<file path="config.mk">
export PLATFORM = sky130hd
export DESIGN_NAME = count_ctrl
export DESIGN_NICKNAME = d
export VERILOG_FILES = /design/src/rtl/count_ctrl_pkg.sv /design/src/rtl/count_ctrl_tick_gen.sv /design/src/rtl/count_ctrl.sv
export SDC_FILE = /design/constraint.sdc
export NUM_CORES = 1
export LEC_CHECK = 0
export BUFFER_PORTS_ARGS = -buffer_cell sky130_fd_sc_hd__buf_4
export CAP_MARGIN = 20
export CORE_ASPECT_RATIO = 0.7
export CORE_UTILIZATION = 45
export CTS_BUF_LIST = sky130_fd_sc_hd__clkbuf_16
export CTS_CLUSTER_DIAMETER = 80
export DETAILED_ROUTE_END_ITERATION = 10
export PLACE_DENSITY = 0.66
export SETUP_SLACK_MARGIN = 0.5
export SLEW_MARGIN = 20
export SYNTH_ARGS = -nofsm -noshare
export SYNTH_HDL_FRONTEND = slang
export SYNTH_SLANG_ARGS = --single-unit
</file>
<file path="constraint.sdc">
create_clock -name clk -period 3.83 [get_ports clk]
set_clock_uncertainty 0.05 [all_clocks]
set_input_delay 0 -clock clk [delete_from_list [all_inputs] [get_ports clk]]
set_output_delay 0 -clock clk [all_outputs]
set_load 0.02 [all_outputs]
</file>
<file path="src/rtl/count_ctrl_pkg.sv">
// Shared state encoding for the run/pause/clear/load counter controller.
// Latency: n/a (types and constants only).
// Backpressure: n/a.
package count_ctrl_pkg;

  localparam int STATE_W = 2;

  typedef enum logic [STATE_W-1:0] {
    ST_IDLE  = 2'd0,
    ST_RUN   = 2'd1,
    ST_PAUSE = 2'd2,
    ST_DONE  = 2'd3
  } state_t;

endpackage

</file>
<file path="src/rtl/count_ctrl_tick_gen.sv">
// Prescaler: emits one tick every PRESCALE enabled cycles.
// Latency: tick is combinational from the prescaler register (high while it equals PRESCALE-1).
// Backpressure: none; disabling or clearing restarts the full interval.
module tick_gen #(
  parameter int PRESCALE = 100000
) (
  input  logic clk,
  input  logic reset_n,
  input  logic en,
  input  logic clr,
  output logic tick
);

  localparam int CW = (PRESCALE > 1) ? $clog2(PRESCALE) : 1;
  localparam logic [CW-1:0] LAST = CW'(PRESCALE - 1);

  logic [CW-1:0] cnt_q;
  logic [CW-1:0] cnt_d;

  assign tick = en && (cnt_q == LAST);

  // Next prescaler value: held at zero unless enabled, wraps after the tick.
  always_comb begin
    cnt_d = cnt_q;
    if (!en || clr || tick) begin
      cnt_d = '0;
    end else begin
      cnt_d = cnt_q + CW'(1);
    end
  end

  // Prescaler register with synchronous reset.
  always_ff @(posedge clk) begin
    if (!reset_n) begin
      cnt_q <= '0;
    end else begin
      cnt_q <= cnt_d;
    end
  end

endmodule

</file>
<file path="src/rtl/count_ctrl.sv">
// Run/pause/clear/load controller around a modulo-(TERM+1) event counter.
// Latency: a pulse sampled at edge N is visible on count/state right after edge N.
// Backpressure: none; only the highest-priority pulse in a cycle acts, the rest are dropped.
module count_ctrl
  import count_ctrl_pkg::*;
#(
  parameter int WIDTH    = 16,
  parameter int PRESCALE = 100000,
  parameter int TERM     = 9999,
  parameter int WRAP     = 1
) (
  input  logic               clk,
  input  logic               reset_n,
  input  logic               start_stop_p,
  input  logic               clear_p,
  input  logic               load_p,
  input  logic [WIDTH-1:0]   load_val,
  input  logic               dir,
  output logic [WIDTH-1:0]   count,
  output logic [STATE_W-1:0] state,
  output logic               running,
  output logic               tc_pulse
);

  localparam logic [WIDTH-1:0] TERM_W = WIDTH'(TERM);

  state_t           state_q, state_d;
  logic [WIDTH-1:0] count_q, count_d;
  logic             tc_q, tc_d;
  logic             tick;
  logic [WIDTH-1:0] load_clamped;

  // The prescaler only runs in RUN; a load restarts the tick interval.
  tick_gen #(
    .PRESCALE (PRESCALE)
  ) u_tick_gen (
    .clk     (clk),
    .reset_n (reset_n),
    .en      (state_q == ST_RUN),
    .clr     (load_p),
    .tick    (tick)
  );

  assign load_clamped = (load_val > TERM_W) ? TERM_W : load_val;

  // Next-state/count logic in priority order clear > load > start_stop > tick.
  always_comb begin
    state_d = state_q;
    count_d = count_q;
    tc_d    = 1'b0;
    if (clear_p) begin
      state_d = ST_IDLE;
      count_d = '0;
    end else if (load_p) begin
      count_d = load_clamped;
      // Loading out of DONE re-arms the controller; other states keep their mode.
      if (state_q == ST_DONE) begin
        state_d = ST_IDLE;
      end
    end else if (start_stop_p) begin
      unique case (state_q)
        ST_IDLE:  state_d = ST_RUN;
        ST_RUN:   state_d = ST_PAUSE;
        ST_PAUSE: state_d = ST_RUN;
        default:  state_d = state_q;
      endcase
    end else if (tick) begin
      if (!dir) begin
        if (count_q == TERM_W) begin
          tc_d = 1'b1;
          if (WRAP != 0) begin
            count_d = '0;
          end else begin
            state_d = ST_DONE;
          end
        end else begin
          count_d = count_q + WIDTH'(1);
        end
      end else begin
        if (count_q == '0) begin
          tc_d = 1'b1;
          if (WRAP != 0) begin
            count_d = TERM_W;
          end else begin
            state_d = ST_DONE;
          end
        end else begin
          count_d = count_q - WIDTH'(1);
        end
      end
    end
  end

  // State, count and terminal-pulse registers with synchronous reset.
  always_ff @(posedge clk) begin
    if (!reset_n) begin
      state_q <= ST_IDLE;
      count_q <= '0;
      tc_q    <= 1'b0;
    end else begin
      state_q <= state_d;
      count_q <= count_d;
      tc_q    <= tc_d;
    end
  end

  assign count    = count_q;
  assign state    = state_q;
  assign running  = (state_q == ST_RUN);
  assign tc_pulse = tc_q;

endmodule

</file>
==> results by group, run 1 <==
Status
  • Status: completed

Detailed routing
  • Routed len/inst: 17.4 um
  • Initial DRC Count: 236
  • # DRC: 0
  • Routed Wire Length: 7160 um
  • Final ANT Viol Nets: 0
  • Pre-antenna DRT Iters: 5
  • Vias/cell: 6.25
  • DR vias: 2,567

Cells and area
  • Layout Cells excl Fill: 411
  • Register area: 721 um2
  • FILL cells: 488
  • Share of cells above drive strength 1: 17.3%
  • Syn-to-layout area delta: 21.4%
  • Multi-input gate area: 1570 um2
  • Final nets: 366
  • Ant diodes: 0

Worst setup path
  • CP delay by family, top: simple AND/OR/NAND/NOR gates
  • CP endpoint kind: flip-flop
  • CP Buf/Inv Count: 1
  • Worst path slowest cell: o21bai_1
  • Crit path launch type: flip-flop
  • Worst EP required: 3910 ps
  • Crit-path max FO: 7
  • Cells along the critical path: inv_1, ha_1, nor4b_1, nand2_1, o21bai_1, nor2_1, a221oi_1, nor3_1
  • Crit path DAT: 2960 ps
  • CP peak stage delay: 610 ps
  • Crit Path Class: flip-flop to flip-flop

Timing
  • Period minus WS final: 2880 ps
  • Final Slew Violations: 0
  • Max-Slew Margin vs Limit: 47.4%
  • Max Fclk: 348 MHz
  • Post-Route Setup TNS: 0 ps
  • Worst Max-Slew Pin Slew: 789 ps
  • Final Hold Viols: 0
  • Setup ws final: 955 ps
  • Final period util: 75.1%
  • Setup violators final: 0
  • RSZ-0062 raised after global routing: no

Clock network
  • CTS root buf: clkbuf_16
  • Sink Count: 36
  • Worst-path clk slew: 60 ps
  • TritonCTS Buffers: 5
  • Post-cts resize count: 0
  • Htree depth: 2
  • CTS tree: yes
  • Worst-Skew Late Latency: 280 ps
  • Max clock buf depth: 2

Synth
  • Most common cell in the netlist: nor2_1
  • Most used DFF post-synth: dfxtp_1
  • YS warnings: 0
  • Unique cell type count in the Yosys netlist: 59
  • FF+latch count, synth: 36
  • Sequential-to-total area share from yosys stat: 30.1%
  • Synth area leader: dfxtp_1
  • Area of the mapped netlist: 2400 um2
  • Yosys top cell area share: 30.1%
  • Avg Inst Size Synth: 7.78 um2
  • Mapped Nets: 333
  • Syn Inst Count: 308
  • Synth async-reset ratio: 0%
  • Post-synth EDFFs: 0
  • Post-synth top cells: nor2_1 (43), dfxtp_1 (36), nand2_1 (21), clkbuf_1 (16)
  • Area contributors post-synth: dfxtp_1 (30%), nor2_1 (6.7%), xor2_1 (3.7%), nand2_1 (3.3%), a211oi_1 (3.1%)

Global route
  • Total gr overflow: 0
  • Global-route wire length before repair: 11,700 um
  • GRT Total Usage: 27.3%
  • Initial antenna violation count: 0
  • Largest net degree at the start of global routing: 26
  • Vias in the first global route: 2,230

Floorplan
  • Die span in x: 89.2 um
  • Ports: 42
  • CORE AREA: 4940 um2
  • Starting density of the core: 48.5%
  • # rows: 21
  • Full die area: 5630 um2
  • Die Ht: 63.1 um

Pwr
  • Int Pwr: 760 uW
  • Pleak: 1.04 nW
  • Power share of the sequential group: 38.6%
  • Worst vdd ir: 167 uV
  • Comb power frac: 17.2%
  • P_sw: 285 uW
  • Switching Fraction: 27.3%
  • Clk pwr share: 44.2%
  • Pwr dens: 359 nW/um2

Place
  • GPL Wtd Cong: 0.924
  • DP Cell Count: 400
  • DP HPWL: 5120 um
  • DP Worst Slack: 1120 ps
  • PortBufs: 41

Flow run
  • Max Cap Viol: 0

Hold path
  • Worst hold path type: primary input to flip-flop
cell type report:
class	count	share of cell area, %
Multi-Input combinational cell	244	53.8
Sequential cell	36	24.8
Timing Repair Buffer	44	11.6
Clock buffer	5	4.30
Tap cell	69	2.97
Clock inverter	3	1.29
Inverter	10	1.29
power groups by stage:
stage / logic, mW / registers, mW / clock network, mW
2_1_floorplan: 0.112 / 0.409 / 0
3_3_place_gp: 0.172 / 0.410 / 0
3_5_place_dp: 0.172 / 0.411 / 0
4_1_cts: 0.175 / 0.403 / 0.466
5_1_grt: 0.196 / 0.405 / 0.481
6_report: 0.180 / 0.403 / 0.462
per-stage QoR:
stage	utilization [%]	hold slack, ps	area [um2]	total power [mW]
finish	58.9	25.4	2910	1.04
global route	58.9	34.8	2910	1.08
detailed placement	55.0	273	2720	0.583
floorplan	-	135	2400	0.521
CTS	58.9	17.2	2910	1.04
global placement	55.0	253	2720	0.583
cells by family (layout without fill, tap and decap cells):
family / after synthesis / after routing / share of synthesized area [%]
AND/OR/NAND/NOR: 146 / 146 / 32.7
AO/OA/AOI/OAI: 76 / 76 / 23.9
flip-flops: 36 / 36 / 30.1
buffers and inverters: 28 / 62 / 4.75
XOR/XNOR: 17 / 17 / 6.21
adder cells (fa/ha/maj): 3 / 3 / 1.57
multiplexers: 2 / 2 / 0.835
sequential cells by signal, summed over array words and instances, names as in the netlist:
signal / flops
count: 16
tc_pulse: 1
state: 2
u_tick_gen.cnt_q: 17
tightest hold or removal path, cell delays in order:
cell      delay [ps]
buf_4             80
o211ai_1          90
o21ai_0          140
per-layer routing:
metal  vias to the layer above  global-route usage (%)  wire length [um]
li1                       1237                       -                 -
met1                      1173                    44.8              3650
met2                       150                    33.0              2730
met3                         7                    6.95               708
met4                         0                    8.13                76
met5                         -                       0                 0
final timing paths:
check	startpoint	slack, ps	endpoint	depth (start not counted)
setup / recovery	count[1]	950	count[5]	8
hold / removal	load_val[9]	30	count[9]	3
setup reg to reg	count[1]	950	count[5]	8
hold reg to reg	u_tick_gen.cnt_q[0]	420	u_tick_gen.cnt_q[0]	1
cells in the final DEF, fill, tap and decap left out, types with 4 or more instances in the layout:
cell type   n
a211oi_1   10
a21oi_1    10
a221oi_1    4
and3_1      5
buf_4      41
clkbuf_16   5
dfxtp_1    36
inv_1      10
nand2_1    21
nand3_1    15
nand4_1    11
nand4b_1    5
nor2_1     42
nor3_1     15
nor4_1      4
o211ai_1    5
o21ai_0    11
o31ai_1     4
xnor2_1     7
xor2_1     10
what timing repair did:
action / in CTS / in global routing
endpoints found under the hold margin: 2 / 0
hold buffers: 3 / 0
setup buffers: 0 / 0
(Power assumes the default switching activity.)
==> inputs of run 2 (changes only) <==
- clock period: 3.83 -> 2.8 ns (I/O delays scaled with it)
==> run 2 against run 1 <==
  * Worst hold slack got worse by 16 ps
  * Count of clock-buffer cells in the layout unchanged
  * Design area rose by 3.4%
  * Combinational power up 51%
  * Register-to-register slack got worse by 380 ps
  * Via count up 2.7%
  * Critical endpoint is now count[6]
==> results by group, run 2 (synthesis gave the netlist of run 1 again) <==
Status
  • Status: completed

Worst setup path
  • CP endpoint kind: flip-flop
  • Crit-path max FO: 7
  • CP peak stage delay: 430 ps
  • Crit path launch type: flip-flop
  • Worst r2r path cells: 8
  • Worst path slowest cell: or3b_4
  • Cells along the critical path: inv_1, ha_1, or3b_4, or2_2, o22ai_2, nand2_1, a221oi_1, nor3_1
  • Worst EP required: 2880 ps
  • Crit Path Class: flip-flop to flip-flop
  • Crit path DAT: 2310 ps

Pwr
  • Pleak: 1.09 nW
  • Worst vdd ir: 218 uV
  • Pwr dens: 449 nW/um2

Clock network
  • CTS root buf: clkbuf_16
  • TritonCTS Buffers: 5
  • CTS tree: yes
  • Worst-path clk slew: 60 ps
  • Sink Count: 36
  • Max clock buf depth: 2
  • Worst-Skew Late Latency: 280 ps
  • Htree depth: 2

Detailed routing
  • # DRC: 0
  • Pre-antenna DRT Iters: 5
  • DR vias: 2,637
  • Vias/cell: 6.31
  • Final ANT Viol Nets: 0
  • Routed Wire Length: 7140 um
  • Routed len/inst: 17.1 um
  • Initial DRC Count: 220

Timing
  • Post-Route Setup TNS: 0 ps
  • Final period util: 79.6%
  • Max-Slew Margin vs Limit: 50.0%
  • Period minus WS final: 2230 ps
  • Setup violators final: 0
  • RSZ-0062 raised after global routing: yes
  • Final Slew Violations: 0
  • Max Fclk: 449 MHz
  • Worst Max-Slew Pin Slew: 750 ps
  • Final hold slack: 8.95 ps
  • Final Hold Viols: 0

Cells and area
  • Share of cells above drive strength 1: 23.8%
  • Syn-to-layout area delta: 25.5%
  • Ant diodes: 0
  • Max FFs per register: 17
  • Most frequent cells in the layout: buf_4 (51), nor2_1 (41), dfxtp_1 (33)
  • Final nets: 374
  • Layout Cells excl Fill: 418
  • Commonest non-fill, non-tap cell in the layout: buf_4
  • Biggest register: u_tick_gen.cnt_q

Global route
  • GRT Total Usage: 26.2%
  • Initial antenna violation count: 0
  • Largest net degree at the start of global routing: 26
  • Global-route wire length before repair: 11,300 um
  • Total gr overflow: 0
  • Vias in the first global route: 2,181

Hold path
  • Hold Path Depth: 3
  • Worst hold path type: primary input to flip-flop

Floorplan
  • Full die area: 5630 um2
  • Die Ht: 63.1 um
  • CORE AREA: 4940 um2
  • Ports: 42
  • # rows: 21
  • Starting density of the core: 48.5%
  • Die span in x: 89.2 um

Flow run
  • Max Cap Viol: 0

Place
  • PortBufs: 41
  • GPL Wtd Cong: 0.919
  • DP Cell Count: 405
  • DP HPWL: 5110 um
## run 2: cell count changes in the layout (fill, tap and decap cells not counted), sizes merged
| cell | previous run | this run |
|---|---|---|
| bufinv | 1 | 0 |
| dlygate4sd3 | 3 | 1 |
| buf | 41 | 51 |
## run 2: through the flow
| stage | util [%] | area [um2] | power [mW] | worst slack, ps |
|---|---|---|---|---|
| after floorplan | - | 2400 | 0.712 | 592 |
| after global placement | 55.7 | 2750 | 0.803 | 478 |
| after detailed placement | 55.7 | 2750 | 0.802 | 369 |
| after CTS | 59.0 | 2920 | 1.33 | 504 |
| after global routing | 60.9 | 3010 | 1.40 | 462 |
| final | 60.9 | 3010 | 1.35 | 571 |
## run 2: metal layers
metal	vias up	global-route usage [%]	share of wire, %
li1	1252	-	-
met1	1216	43.0	50
met2	155	32.9	39
met3	14	6.42	10
met4	0	6.15	1.4
met5	-	0	0
## run 2: critical path: cells and delay by family (launching register included)
family / cells / cell delay (ps)
and+or+nand+nor: 4 / 920
buffers and inverters: 1 / 120
adders and majority gates: 1 / 180
AOI/OAI and AO/OA: 2 / 440
DFF: 1 / 370
## run 2: final timing paths
check	start	end	slack, ps
min reg2reg	u_tick_gen.cnt_q[0]	u_tick_gen.cnt_q[0]	410
max reg2reg	count[1]	count[6]	570
min	load_val[9]	count[9]	9
max	count[1]	count[6]	570
## run 2: cell type report
type | count | area (um2)
inverters | 10 | 37.5
clock buffers | 5 | 125
well taps | 69 | 86.3
clock inverters | 2 | 7.51
flip-flops and latches | 36 | 724
repair buffers | 52 | 393
fillers | 469 | 1930
multi-input cells | 244 | 1640
## run 2: repair_timing
item	CTS	global route
hold endpoints to repair	1	0
pin swaps	0	4
gates resized for setup	5	16
setup endpoints to repair	14	15
hold buffers	1	0
buffers inserted	0	5
## run 2: power by group
group	internal [mW]	switching [mW]	leakage, nW
logic	0.117	0.153	0.733
clock network	0.319	0.212	0.0648
registers	0.524	0.0264	0.293
total	0.960	0.391	1.09
==> inputs of run 3 (changes only) <==
- clock period: 2.8 -> 2.09 ns (I/O delays scaled with it)
==> run 3 against run 2 <==
  * The run now ends with negative hold slack, negative setup slack left
  * Sequential power rose by 31%
  * Via count is 13% higher
  * Die area stayed put
  * Cell count increased by 14%
  * Highest routed layer unchanged
  * Global-route usage grew 6.8 points
  * Clock power increased by 35%
  * Design area rose by 25%
==> results by group, run 3 (synthesis gave the netlist of run 1 again) <==
Status
  • Status: finished, violations left
  • Failing checks: negative hold slack, negative setup slack

Detailed routing
  • Final ANT Viol Nets: 0
  • Initial DRC Count: 305
  • DR vias: 2,975
  • Routed len/inst: 19.0 um
  • Vias/cell: 6.25
  • Pre-antenna DRT Iters: 5
  • # DRC: 0
  • Routed Wire Length: 9040 um

Global route
  • GRT Total Usage: 33.0%
  • Initial antenna violation count: 0
  • Global-route wire length before repair: 14,000 um
  • Largest net degree at the start of global routing: 27
  • Vias in the first global route: 2,698
  • Total gr overflow: 0

Cells and area
  • Ant diodes: 0
  • Share of cells above drive strength 1: 44.5%
  • Syn-to-layout area delta: 57.2%
  • Final nets: 432
  • Max FFs per register: 17
  • Biggest register: u_tick_gen.cnt_q
  • Most frequent cells in the layout: buf_4 (93), nor2_1 (38), dfxtp_1 (24)
  • Commonest non-fill, non-tap cell in the layout: buf_4
  • FILL cells: 374

Floorplan
  • CORE AREA: 4940 um2
  • Ports: 42
  • Starting density of the core: 48.5%
  • # rows: 21
  • Die span in x: 89.2 um
  • Full die area: 5630 um2
  • Die Ht: 63.1 um

Timing
  • Max-Slew Margin vs Limit: 45.2%
  • Final hold slack: -37.9 ps
  • Final Hold Viols: 1
  • Setup ws final: -41.1 ps
  • Worst Max-Slew Pin Slew: 820 ps
  • Post-Route Setup TNS: -66.5 ps
  • Max Fclk: 469 MHz
  • RSZ-0062 raised after global routing: yes
  • Setup violators final: 2
  • Period minus WS final: 2130 ps
  • Final Slew Violations: 0
  • Final period util: 102%

Pwr
  • Final Total Pwr: 1.97 mW
  • Pleak: 1.47 nW
  • P_sw: 592 uW
  • Comb power frac: 27.2%
  • Worst vdd ir: 310 uV
  • Power share of the sequential group: 36.5%
  • Int Pwr: 1.38 mW
  • Clk pwr share: 36.3%
  • Switching Fraction: 30.1%
  • Pwr dens: 522 nW/um2

Clock network
  • TritonCTS Buffers: 5
  • CTS tree: yes
  • CTS root buf: clkbuf_16
  • Max clock buf depth: 2
  • Sink Count: 36
  • Htree depth: 2
  • Worst-path clk slew: 60 ps
  • Worst-Skew Late Latency: 280 ps

Place
  • PortBufs: 41
  • DP HPWL: 5840 um
  • GPL Wtd Cong: 0.936

Flow run
  • Max Cap Viol: 0

Worst setup path
  • Cells along the critical path: or4_4, o41ai_4, o21a_1, o21ai_2, a2111oi_2, a31o_1
  • CP peak stage delay: 590 ps
  • Crit path launch type: flip-flop
  • Crit-path max FO: 3
  • Crit path DAT: 2310 ps
  • Crit Path Class: flip-flop to flip-flop
  • CP Buf/Inv Count: 0
  • CP delay by family, top: compound AO/OA/AOI/OAI gates
  • CP endpoint kind: flip-flop
  • Worst path slowest cell: or4_4
  • Worst EP required: 2270 ps

Hold path
  • Worst hold path type: primary input to flip-flop
[run 3: worst paths after layout]
check              startpoint        end  slack [ps]  cells past startpoint
hold reg to reg      state[1]   state[0]         450                      1
hold / removal    load_val[8]   count[8]         -40                      3
setup / recovery     count[7]  count[10]         -40                      6
setup reg to reg     count[7]  count[10]         -40                      6
[run 3: worst reg2reg max path, cell delays in order, from the launching register on]
cell	delay, ps
dfxtp_4	340
or4_4	590
o41ai_4	340
o21a_1	200
o21ai_2	60
a2111oi_2	350
a31o_1	140
[run 3: power groups by stage]
stage | logic (mW) | registers, mW | clock network, mW
2_1_floorplan | 0.239 | 0.748 | 0
3_3_place_gp | 0.406 | 0.733 | 0
3_5_place_dp | 0.408 | 0.734 | 0
4_1_cts | 0.462 | 0.719 | 0.718
5_1_grt | 0.565 | 0.721 | 0.757
6_report | 0.535 | 0.719 | 0.713
[run 3: layout make-up]
cell class / instances / area, um2 / share of cell area, %
Inverter: 10 / 42.5 / 1.13
Timing Repair Buffer: 109 / 878 / 23.3
Multi-Input combinational cell: 245 / 1870 / 49.8
Tap cell: 69 / 86.3 / 2.29
Sequential cell: 36 / 753 / 20.0
Clock inverter: 2 / 7.51 / 0.199
Clock buffer: 5 / 125 / 3.32
[run 3: stage by stage]
| step | instance area [um2] | cells | hold WS (ps) | setup slack (ps) | utilization [%] |
|---|---|---|---|---|---|
| 6_report | 3770 | 476 | -37.9 | -41.1 | 76.3 |
| 5_1_grt | 3770 | 476 | -1.23 | -120 | 76.3 |
| 4_1_cts | 3530 | 463 | 0.925 | 68.5 | 71.5 |
| 3_5_place_dp | 3150 | 437 | 290 | -54.2 | 63.8 |
| 3_3_place_gp | 3150 | 437 | 277 | -22.3 | 63.8 |
| 2_1_floorplan | 2590 | 308 | 135 | 87.7 | - |
[run 3: what timing repair did]
item / in CTS / in global routing
pin swaps: 20 / 25
gates cloned: 3 / 0
endpoints found under the hold margin: 0 / 0
setup endpoints to repair: 34 / 34
resized for setup: 25 / 33
hold buffers: 0 / 0
buffers inserted: 16 / 13
[run 3: per-layer routing]
layer / wire length [um] / track usage, % / part of all wire [%]
met4: 173 / 11.1 / 1.9
met2: 3860 / 45.3 / 43
met5: 0 / 0 / 0
met1: 4000 / 48.8 / 44
met3: 1010 / 9.17 / 11
